==> src/rtl/tmr_fault_injector_if.sv <==
// Stream bundle between the fault injector and its neighbours.
// Upstream side:   valid_i/ready_o/data_i carry the golden operand in.
// Downstream side: valid_o/ready_i/data_o carry three replicas out, together with
//                  the expected voter verdict (exp_err_o), the flipped-bit mask
//                  (fault_mask_o) and the one-hot faulted replicas (fault_copy_o).
// Signal suffixes are from the injector's point of view.
// slave  : injector side.
// master : bench or environment side.
interface tmr_fault_injector_if #(
    parameter int unsigned WIDTH = 8
);
    logic                       valid_i;
    logic                       ready_o;
    logic [WIDTH-1:0]           data_i;
    logic                       valid_o;
    logic                       ready_i;
    logic [2:0][WIDTH-1:0]      data_o;
    logic [1:0]                 exp_err_o;
    logic [WIDTH-1:0]           fault_mask_o;
    logic [2:0]                 fault_copy_o;

    modport slave (
        input  valid_i,
        input  data_i,
        input  ready_i,
        output ready_o,
        output valid_o,
        output data_o,
        output exp_err_o,
        output fault_mask_o,
        output fault_copy_o
    );

    modport master (
        output valid_i,
        output data_i,
        output ready_i,
        input  ready_o,
        input  valid_o,
        input  data_o,
        input  exp_err_o,
        input  fault_mask_o,
        input  fault_copy_o
    );
endinterface

==> src/rtl/tmr_fault_injector.sv <==
// Fans a single-copy operand stream out into three replicas for a triplicated DUT and,
// on a programmable schedule, flips one LFSR-selected bit in one or two replicas.
// Every output beat carries the verdict a correct voter should produce.
//
// Ports:
//   clk             rising-edge clock
//   rst_n           synchronous active-low reset
//   strm_io         stream bundle (slave side): operand in, replicas + verdict out
//   inject_en_i     injection enable; low forces the scheduler back to idle
//   inject_mode_i   00 none, 01 single replica, 10 two replicas same bit,
//                   11 burst of single-replica faults
//   inject_period_i inject on every Nth accepted beat (0 behaves as 1)
//   fault_cnt_o     faulted beats emitted since reset, saturating
module tmr_fault_injector #(
    parameter int unsigned WIDTH     = 8,
    parameter int unsigned BURST_LEN = 4,
    parameter logic [15:0] LFSR_SEED = 16'hACE1
) (
    input  logic                  clk,
    input  logic                  rst_n,
    tmr_fault_injector_if.slave   strm_io,
    input  logic                  inject_en_i,
    input  logic [1:0]            inject_mode_i,
    input  logic [7:0]            inject_period_i,
    output logic [15:0]           fault_cnt_o
);

    // An all-zero seed would lock the LFSR up.
    localparam logic [15:0] Seed    = (LFSR_SEED == 16'h0000) ? 16'hACE1 : LFSR_SEED;
    localparam int unsigned BcntW   = (BURST_LEN > 1) ? $clog2(BURST_LEN) : 1;
    localparam logic [BcntW-1:0] BurstReload = BcntW'(BURST_LEN - 1);

    typedef enum logic [1:0] {StIdle, StCount, StBurst} state_e;
    typedef enum logic [1:0] {KindClean, KindSingle, KindDouble} kind_e;

    state_e                state_q, state_d;
    logic [7:0]            pcnt_q, pcnt_d;
    logic [BcntW-1:0]      bcnt_q, bcnt_d;
    logic [15:0]           lfsr_q, lfsr_d;
    logic                  valid_q, valid_d;
    logic [2:0][WIDTH-1:0] data_q, data_d;
    logic [1:0]            err_q, err_d;
    logic [WIDTH-1:0]      mask_q, mask_d;
    logic [2:0]            copy_q, copy_d;
    logic [15:0]           fcnt_q, fcnt_d;

    logic                  stall;
    logic                  accept;
    logic                  abort;
    logic [7:0]            period_m1;
    kind_e                 kind;

    logic [31:0]           bit_sel;
    logic [WIDTH-1:0]      flip_mask;
    logic [1:0]            copy_idx;
    logic [2:0]            copy_single;
    logic [2:0]            copy_double;
    logic [2:0]            copy_sel;
    logic [WIDTH-1:0]      mask_sel;
    logic                  lfsr_fb;

    // Handshake: the single output slot is free unless it holds a beat nobody takes.
    assign stall             = valid_q && !strm_io.ready_i;
    assign strm_io.ready_o   = !stall;
    assign accept            = strm_io.valid_i && !stall;
    assign abort             = !inject_en_i || (inject_mode_i == 2'b00);
    assign period_m1         = (inject_period_i == 8'd0) ? 8'd0 : inject_period_i - 8'd1;

    // Fault position from the pre-advance LFSR value.
    assign bit_sel   = 32'(lfsr_q[7:0]) % 32'(WIDTH);
    assign flip_mask = WIDTH'(1) << bit_sel;
    assign copy_idx  = (lfsr_q[9:8] == 2'd3) ? 2'd0 : lfsr_q[9:8];

    always_comb begin
        copy_single = 3'b000;
        copy_double = 3'b000;
        unique case (copy_idx)
            2'd0: begin
                copy_single = 3'b001;
                copy_double = 3'b011;
            end
            2'd1: begin
                copy_single = 3'b010;
                copy_double = 3'b110;
            end
            2'd2: begin
                copy_single = 3'b100;
                copy_double = 3'b101;
            end
            default: begin
                copy_single = 3'b001;
                copy_double = 3'b011;
            end
        endcase
    end

    // Fibonacci LFSR, taps 16,14,13,11, shifting toward bit 0.
    assign lfsr_fb = lfsr_q[0] ^ lfsr_q[2] ^ lfsr_q[3] ^ lfsr_q[5];

    // Scheduler: decides whether the beat accepted this cycle is faulted.
    always_comb begin
        state_d = state_q;
        pcnt_d  = pcnt_q;
        bcnt_d  = bcnt_q;
        kind    = KindClean;
        // Under backpressure nothing advances, including a pending abort.
        if (!stall) begin
            if (abort) begin
                state_d = StIdle;
                pcnt_d  = '0;
                bcnt_d  = '0;
            end else begin
                unique case (state_q)
                    StIdle: begin
                        state_d = StCount;
                        pcnt_d  = '0;
                    end
                    StCount: begin
                        if (accept) begin
                            if (pcnt_q == period_m1) begin
                                pcnt_d = '0;
                                kind   = (inject_mode_i == 2'b10) ? KindDouble : KindSingle;
                                if (inject_mode_i == 2'b11 && BURST_LEN > 1) begin
                                    bcnt_d  = BurstReload;
                                    state_d = StBurst;
                                end
                            end else begin
                                pcnt_d = pcnt_q + 8'd1;
                            end
                        end
                    end
                    StBurst: begin
                        // Period counter stays frozen while the burst runs.
                        if (accept) begin
                            kind   = KindSingle;
                            bcnt_d = bcnt_q - BcntW'(1);
                            if (bcnt_q == BcntW'(1)) begin
                                state_d = StCount;
                            end
                        end
                    end
                    default: begin
                        state_d = StIdle;
                        pcnt_d  = '0;
                        bcnt_d  = '0;
                    end
                endcase
            end
        end
    end

    always_comb begin
        unique case (kind)
            KindSingle: copy_sel = copy_single;
            KindDouble: copy_sel = copy_double;
            default:    copy_sel = 3'b000;
        endcase
        mask_sel = (kind == KindClean) ? '0 : flip_mask;
    end

    // Output register and counters.
    always_comb begin
        valid_d = valid_q;
        data_d  = data_q;
        err_d   = err_q;
        mask_d  = mask_q;
        copy_d  = copy_q;
        lfsr_d  = lfsr_q;
        fcnt_d  = fcnt_q;
        if (accept) begin
            valid_d = 1'b1;
            lfsr_d  = {lfsr_fb, lfsr_q[15:1]};
            for (int i = 0; i < 3; i++) begin
                data_d[i] = strm_io.data_i ^ (copy_sel[i] ? mask_sel : '0);
            end
            mask_d = mask_sel;
            copy_d = copy_sel;
            unique case (kind)
                KindSingle: err_d = 2'b01;
                KindDouble: err_d = 2'b10;
                default:    err_d = 2'b00;
            endcase
            if (kind != KindClean && fcnt_q != 16'hFFFF) begin
                fcnt_d = fcnt_q + 16'd1;
            end
        end else if (strm_io.ready_i) begin
            valid_d = 1'b0;
        end
    end

    always_ff @(posedge clk) begin
        if (!rst_n) begin
            state_q <= StIdle;
            pcnt_q  <= '0;
            bcnt_q  <= '0;
            lfsr_q  <= Seed;
            valid_q <= 1'b0;
            data_q  <= '0;
            err_q   <= '0;
            mask_q  <= '0;
            copy_q  <= '0;
            fcnt_q  <= '0;
        end else begin
            state_q <= state_d;
            pcnt_q  <= pcnt_d;
            bcnt_q  <= bcnt_d;
            lfsr_q  <= lfsr_d;
            valid_q <= valid_d;
            data_q  <= data_d;
            err_q   <= err_d;
            mask_q  <= mask_d;
            copy_q  <= copy_d;
            fcnt_q  <= fcnt_d;
        end
    end

    assign strm_io.valid_o      = valid_q;
    assign strm_io.data_o       = data_q;
    assign strm_io.exp_err_o    = err_q;
    assign strm_io.fault_mask_o = mask_q;
    assign strm_io.fault_copy_o = copy_q;
    assign fault_cnt_o          = fcnt_q;

endmodule

==> src/flat_wrapper.sv <==
// flat-port wrapper written by rule: the top's interface ports become plain ports
module tmr_fault_injector_flat 
#(
    parameter int unsigned WIDTH     = 8,
    parameter int unsigned BURST_LEN = 4,
    parameter logic [15:0] LFSR_SEED = 16'hACE1
)
  (clk, rst_n, inject_en_i, inject_mode_i, inject_period_i, fault_cnt_o, strm_io_valid_i, strm_io_data_i, strm_io_ready_i, strm_io_ready_o, strm_io_valid_o, strm_io_data_o, strm_io_exp_err_o, strm_io_fault_mask_o, strm_io_fault_copy_o);
  tmr_fault_injector_if #(.WIDTH(WIDTH)) strm_io_i ();
  input  logic clk;
  input  logic rst_n;
  input  logic inject_en_i;
  input  logic [1:0] inject_mode_i;
  input  logic [7:0] inject_period_i;
  output logic [15:0] fault_cnt_o;
  input wire logic [$bits(strm_io_i.valid_i)-1:0] strm_io_valid_i;
  input wire logic [$bits(strm_io_i.data_i)-1:0] strm_io_data_i;
  input wire logic [$bits(strm_io_i.ready_i)-1:0] strm_io_ready_i;
  output wire logic [$bits(strm_io_i.ready_o)-1:0] strm_io_ready_o;
  output wire logic [$bits(strm_io_i.valid_o)-1:0] strm_io_valid_o;
  output wire logic [$bits(strm_io_i.data_o)-1:0] strm_io_data_o;
  output wire logic [$bits(strm_io_i.exp_err_o)-1:0] strm_io_exp_err_o;
  output wire logic [$bits(strm_io_i.fault_mask_o)-1:0] strm_io_fault_mask_o;
  output wire logic [$bits(strm_io_i.fault_copy_o)-1:0] strm_io_fault_copy_o;
  assign strm_io_i.valid_i = strm_io_valid_i;
  assign strm_io_i.data_i = strm_io_data_i;
  assign strm_io_i.ready_i = strm_io_ready_i;
  assign strm_io_ready_o = strm_io_i.ready_o;
  assign strm_io_valid_o = strm_io_i.valid_o;
  assign strm_io_data_o = strm_io_i.data_o;
  assign strm_io_exp_err_o = strm_io_i.exp_err_o;
  assign strm_io_fault_mask_o = strm_io_i.fault_mask_o;
  assign strm_io_fault_copy_o = strm_io_i.fault_copy_o;
  tmr_fault_injector #(.WIDTH(WIDTH), .BURST_LEN(BURST_LEN), .LFSR_SEED(LFSR_SEED)) u_core (.clk(clk), .rst_n(rst_n), .strm_io(strm_io_i), .inject_en_i(inject_en_i), .inject_mode_i(inject_mode_i), .inject_period_i(inject_period_i), .fault_cnt_o(fault_cnt_o));
endmodule
==> config.mk <==
export PLATFORM = sky130hd
export DESIGN_NAME = tmr_fault_injector_flat
export DESIGN_NICKNAME = d
export VERILOG_FILES = /design/src/rtl/tmr_fault_injector_if.sv /design/src/rtl/tmr_fault_injector.sv /design/src/flat_wrapper.sv
export SDC_FILE = /design/constraint.sdc
export NUM_CORES = 1
export LEC_CHECK = 0
export ABC_AREA = 1
export BUFFER_PORTS_ARGS = -buffer_cell sky130_fd_sc_hd__buf_4
export CAP_MARGIN = 20
export CELL_PAD_IN_SITES_DETAIL_PLACEMENT = 0
export CELL_PAD_IN_SITES_GLOBAL_PLACEMENT = 2
export CORE_UTILIZATION = 28
export CTS_CLUSTER_DIAMETER = 80
export DETAILED_ROUTE_END_ITERATION = 16
export GPL_TIMING_DRIVEN = 0
export PLACE_DENSITY = 0.83
export SKIP_CTS_REPAIR_TIMING = 1
export SLEW_MARGIN = 40
export SYNTH_ARGS = -nofsm -noshare
export SYNTH_HDL_FRONTEND = slang
export SYNTH_SLANG_ARGS = --single-unit
==> constraint.sdc <==
create_clock -name clk -period 3 [get_ports clk]
set_input_delay 0.15 -clock clk [delete_from_list [all_inputs] [get_ports clk]]
set_output_delay 0.15 -clock clk [all_outputs]
set_load 0.02 [all_outputs]
== Word level (Yosys, flattened, before mapping) ==
Cells that the tools add are included.
Storage, ports and cells
  register bits after elaboration: 82
Operators by class
  add/subtract/negate cells: 4
  eq/ne operators: 19
  shifts and indexed selects: 1
  muxes and demuxes: 36
  bitwise operators: 7
  reductions and logical operators: 17
Operators with widths (number)
  $mux 8: 8
  $mux 2: 17
  $xor 8x8->8: 3
  $pmux 3 s2: 3
  $add 16x1->16 const B: 1
  $ne 16x16->1 const B: 1
  $pmux 8 s2: 1
  $ne 3x1->1 const B: 5
  $eq 2x2->1 const B: 6
  $pmux 2 s3: 2
  $reduce_and 6->1: 2
  $add 8x1->8 const B: 1
  $eq 2x1->1 const B: 4
  $eq 8x8->1: 1
  $logic_not 8->1: 1
  $pmux 2 s2: 2
  $shl 1x3->8 const A: 1
  $sub 8x1->8 const B: 1
  $logic_not 2->1: 3
  $ne 2x1->1 const B: 2
  $reduce_bool 2->1: 2
  $logic_and 1x1->1: 3
  $logic_not 1->1: 3
  $mux 1: 3
  6 further kinds: 8

== Logic depth before layout (Yosys ltp) ==
  depth after elaboration: 12
  mapped depth: 25
  depth with buffers taken out: 24

== Least setup slack after synthesis ==
OpenSTA, ideal clock, no wires.
  path type: in2reg
  from: input inject_period_i[0]
  to: register u_core.fcnt_q[11], in the netlist u_core.fault_cnt_o[11]
  library setup time: 113 ps
  arrival time: 2724 ps
  path slack: 163 ps
  stages: 21
  path through: inv_1 > ha_1 > nand2_2 > nor2_4 > nand2_2 > buf_6 > nand2_4 > xor2_2 > nand2_1 > nor2_2 > nand2_2 > o21ai_0 > nand3_1 > ha_1 > nor2_1 > nand2_2 > or2_1 > nor2_1 > nand2_1 > o21ai_1 > nor2_1
On the way
  cells in the longest elaborated chain, start to end: 11
  elaborated cells on any way between the ends: 12
  those cells by class: add/sub (1); eq/ne (1); mux (6); reduce/logical (4)
RTL lines
  start: declaration: line flat_wrapper.sv:14  | input logic [7:0] inject_period_i;
  $sub 8x1->8 / $logic_not 8->1 (equally long branches): line tmr_fault_injector.sv:67  | assign period_m1 = (inject_period_i == 8'd0) ? 8'd0 : inject_period_i - 8'd1;
  $mux 8 *: line tmr_fault_injector.sv:67
  $eq 8x8->1 *: line tmr_fault_injector.sv:120  | if (pcnt_q == period_m1) begin
  $mux 2 *: line tmr_fault_injector.sv:120
  $mux 2 *: line tmr_fault_injector.sv:119  | if (accept) begin
  $pmux 2 s2 *: line tmr_fault_injector.sv:113  | unique case (state_q)
  $mux 2 *: line tmr_fault_injector.sv:108  | if (abort) begin
  $mux 2 *: line tmr_fault_injector.sv:107  | if (!stall) begin
  $reduce_bool 2->1 *: line tmr_fault_injector.sv:183  | if (kind != KindClean && fcnt_q != 16'hFFFF) begin
  $logic_and 1x1->1 *: line tmr_fault_injector.sv:183
  $reduce_and 2->1 (no source line) *
  end signal: assignment: line tmr_fault_injector.sv:213  | fcnt_q <= fcnt_d;
  end: declaration: line tmr_fault_injector.sv:45  | logic [15:0] fcnt_q, fcnt_d;
Mark *: on every way between the ends. The rest lies on a longest branch, timed or not.
A chain may end at the register's enable or synchronous reset.

== Worst setup path after layout ==
  from: input inject_period_i[0]
  to: register u_core.data_q (netlist bit u_core.strm_io.data_o[22])
On the way
  cells in the longest elaborated chain, start to end: 12
  elaborated cells on any way between the ends: 16
  those cells by class: add/sub (1); eq/ne (3); mux (9); bitwise (1); reduce/logical (2)
RTL lines
  $sub 8x1->8 / $logic_not 8->1 (equally long branches): line tmr_fault_injector.sv:67
  $mux 8 *: line tmr_fault_injector.sv:67
  $eq 8x8->1 *: line tmr_fault_injector.sv:120
  $mux 2 *: line tmr_fault_injector.sv:120
  $mux 2 *: line tmr_fault_injector.sv:119
  $pmux 2 s2 *: line tmr_fault_injector.sv:113
  $mux 2 *: line tmr_fault_injector.sv:108
  $mux 2 *: line tmr_fault_injector.sv:107
  $eq 2x2->1 (tied with other cells): line tmr_fault_injector.sv:153  | unique case (kind)
  $pmux 3 s2 / $mux 8 (equally long branches): line tmr_fault_injector.sv:153, tmr_fault_injector.sv:158
  $mux 8 *: line tmr_fault_injector.sv:174  | data_d[i] = strm_io.data_i ^ (copy_sel[i] ? mask_sel : '0);
  $xor 8x8->8 *: line tmr_fault_injector.sv:174
  end signal: assignment: line tmr_fault_injector.sv:209  | data_q <= data_d;
  end: declaration: line tmr_fault_injector.sv:41  | logic [2:0][WIDTH-1:0] data_q, data_d;
Marked as above.

==> metrics.txt <==
Tcrit/Tclk final=90.69%; Final Skew=between 5 and 6 ps; Worst-Skew Late Latency=around 340 ps; Worst Path Max Fanout=10; first-pass GRT wire length=20.43 mm; status=completed; Setup TNS=0 ps; Setup CP Type=in2reg; Clock Path Buffers=2; Seq/Total Area, Yosys=between 30% and 40%; std cell rows=45; TritonCTS clock tree=done; Syn Nets=between 600 and 700; WHS=roughly 160 ps; Synth Area per Inst=6.856 sq um; Slew @ Worst Pin=approximately 620 ps; Power Density=just over 500 nW/um^2; drt total wl=12.88 mm; Worst Setup End Kind=flop; routed wl met3=approximately 530 um; Pleak=around 0.0026 uW; largest net degree at the start of global routing=14; Inserted Diodes=0; number of CTS-inserted buffers=9; GRT Resource Usage Total=between 10% and 20%; DRT iter0 DRCs=around 300; synth-to-layout area growth=31.92%; CTS sink count=82; met2 WL=6.013 mm; Critical Path RT=between 3000 and 4000 ps; drt pass-1 iters=4; Highest Clock Rate=approximately 370 MHz; synth warn=0; initial core utilization=28.85%; I/O pins=78; total grt overflow=0; uppermost layer routed=met4; Hold Path Class=in2reg; Final setup viols=0; chip height=roughly 130 um; Placer Congestion=roughly 0.80; MaxCap Viol Count=0; via count=approximately 4.4k; DR vias/cell=approximately 4.6; Final HPWL DP=slightly above 9 mm; Netlist cell types=34; number of I/O port buffers=76; per-cell routed wire length=approximately 13 um; Routed Antenna Nets=0; Nets=roughly 780; Hold Fails Final Rpt=0; CP arrival=about 3000 ps; Mapped Area=4402 sq um; die width=about 130 um; final slew viol count=0; layout cells sized above 1=between 20% and 30%; Peak VDD IR=between 0.0003 and 0.0004 V; Yosys reg bits=just over 80; initial antenna violation count=0; vias in the first global route=about 4.1k; crit start category=input port; CTS root buf=clkbuf_16; core area=15260 sq um; DRC=0; Mapped Cells=642; Die Area=between 15000 and 20000 sq um; Worst-path clk slew=about 60 ps; Slew headroom=about three fifths; total number of H-tree levels=3; RSZ-0062 raised after global routing=false; min Tclk post-route=between 2000 and 3000 ps; Power Total=2937 uW; met1 WL=approximately 6 mm
path summary, 6_finish.rpt:
kind | from | end | slack (ps) | cells after the start
max | inject_period_i[0] | u_core.strm_io.data_o[22]$_SDFFE_PN0P_ | 280 | 24
min | strm_io_valid_i | u_core.strm_io.valid_o$_SDFFE_PN0P_ | 160 | 3
max reg2reg | u_core.strm_io.valid_o$_SDFFE_PN0P_ | u_core.strm_io.data_o[22]$_SDFFE_PN0P_ | 300 | 16
min reg2reg | u_core.lfsr_q[11]$_SDFFE_PN1P_ | u_core.lfsr_q[11]$_SDFFE_PN1P_ | 460 | 2
stage by stage:
step	cell area [sq um]	instances	worst slack, ps	utilization [%]
3_3_place_gp	5236	929	-649.4	34.32
6_report	5807	957	279.4	38.06
3_5_place_dp	5236	929	-634.6	34.32
2_1_floorplan	4402	642	162.7	-
5_1_grt	5807	957	19.70	38.06
4_1_cts	5575	945	-308.8	36.54
Yosys cell counts:
library cell | number | share of area [%]
o211ai_1 | 18 | 3.1
clkbuf_1 | 15 | 1.3
buf_1 | 3 | 0.26
nand2_1 | 90 | 7.7
dfxtp_1 | 82 | 37
nand3_2 | 2 | 0.45
o21ba_2 | 1 | 0.23
nor3_1 | 8 | 0.91
nand3_1 | 63 | 7.2
nor4_1 | 1 | 0.14
buf_4 | 1 | 0.17
nor2_4 | 2 | 0.51
a21oi_1 | 34 | 3.9
buf_6 | 1 | 0.26
nand4_1 | 9 | 1.3
inv_1 | 109 | 9.3
xor2_2 | 1 | 0.37
nor2_2 | 2 | 0.28
a21boi_0 | 1 | 0.17
inv_2 | 4 | 0.34
o21ai_2 | 1 | 0.20
a211oi_1 | 1 | 0.17
o21ai_0 | 63 | 7.2
o21ai_1 | 2 | 0.23
nor4_2 | 1 | 0.28
nor3b_1 | 1 | 0.17
xor2_1 | 17 | 3.4
or2_1 | 1 | 0.14
o21a_1 | 1 | 0.17
xnor2_1 | 3 | 0.60
nor2_1 | 82 | 7.0
ha_1 | 15 | 4.3
nand2_2 | 5 | 0.71
nand2_4 | 2 | 0.51
report_power, final:
part / leakage (uW) / switching (uW) / internal, uW / total (uW)
combinational: 0.00173 / 298 / 183 / 481
clock: 0.000165 / 459 / 796 / 1260
sequential: 0.000674 / 43.9 / 1160 / 1200
worst max-delay path, stage by stage:
cell and delay [ps]:
buf_4 120, clkinvlp_4 110, ha_4 160, nand2_2 70, nor2_4 130, nand2_2 80, buf_6 140, nand2_4 60
xor2_2 120, nand2_1 70, nor2_2 160, nand2_2 90, o21ai_2 130, nand3_2 160, inv_2 110, ha_1 180
nand2_1 60, o21ai_0 60, nand2_1 170, inv_2 160, nand2_1 100, xor2_2 170, o21ai_0 150, inv_1 50
registers in the layout (all words and copies together), names as in the netlist:
| signal | flops |
|---|---|
| u_core.lfsr_q | 16 |
| u_core.strm_io.fault_mask_o | 8 |
| u_core.strm_io.fault_copy_o | 3 |
| u_core.strm_io.valid_o | 1 |
| u_core.pcnt_q | 8 |
| u_core.fault_cnt_o | 16 |
| u_core.bcnt_q | 2 |
| u_core.state_q | 2 |
| u_core.strm_io.data_o | 24 |
| u_core.strm_io.exp_err_o | 2 |
cell type report:
type                            count  area (sq um)
Fill cell                        1590          9452
Multi-Input combinational cell    429          2391
Sequential cell                    82          1642
Timing Repair Buffer               86         645.6
Inverter                          113         435.4
Clock buffer                       12         266.5
Tap cell                          211         264.0
Buffer                             20         90.09
Clock inverter                      4         72.57
layout by cell type, fill, tap and decap left out, types with 3 or more instances in the layout:
| master | netlist | routed |
|---|---|---|
| buf_1 | 3 | 3 |
| nor2_2 | 2 | 6 |
| nor2_1 | 82 | 70 |
| ha_1 | 15 | 13 |
| nand2_1 | 90 | 88 |
| nand4_1 | 9 | 9 |
| nand2_4 | 2 | 3 |
| o21ai_0 | 63 | 58 |
| clkbuf_8 | 0 | 3 |
| nor2_4 | 2 | 10 |
| inv_1 | 109 | 101 |
| o21ai_2 | 1 | 4 |
| nand3_2 | 2 | 3 |
| clkbuf_1 | 15 | 14 |
| clkbuf_16 | 0 | 9 |
| nand2_2 | 5 | 8 |
| buf_4 | 1 | 87 |
| inv_4 | 0 | 3 |
| xnor2_1 | 3 | 3 |
| o21ai_1 | 2 | 4 |
| dfxtp_1 | 82 | 82 |
| a21oi_1 | 34 | 34 |
| xor2_1 | 17 | 16 |
| nand3_1 | 63 | 62 |
| inv_2 | 4 | 8 |
| nor3_1 | 8 | 8 |
| o211ai_1 | 18 | 18 |
per-layer routing:
metal / up-vias / global-route usage [%]
met2: 97 / 26.07
met4: 0 / 4.902
met1: 2011 / 21.62
met5: - / 0
li1: 2262 / -
met3: 15 / 3.224
cell families after synthesis:
logic type      share of synthesized area [%]
compound gates                          15.26
xor+xnor                                4.349
fa+ha+maj                               4.264
buf+inv                                 11.60
flops                                   37.29
simple gates                            27.23
Note: power is estimated with default switching activity, not from simulation.
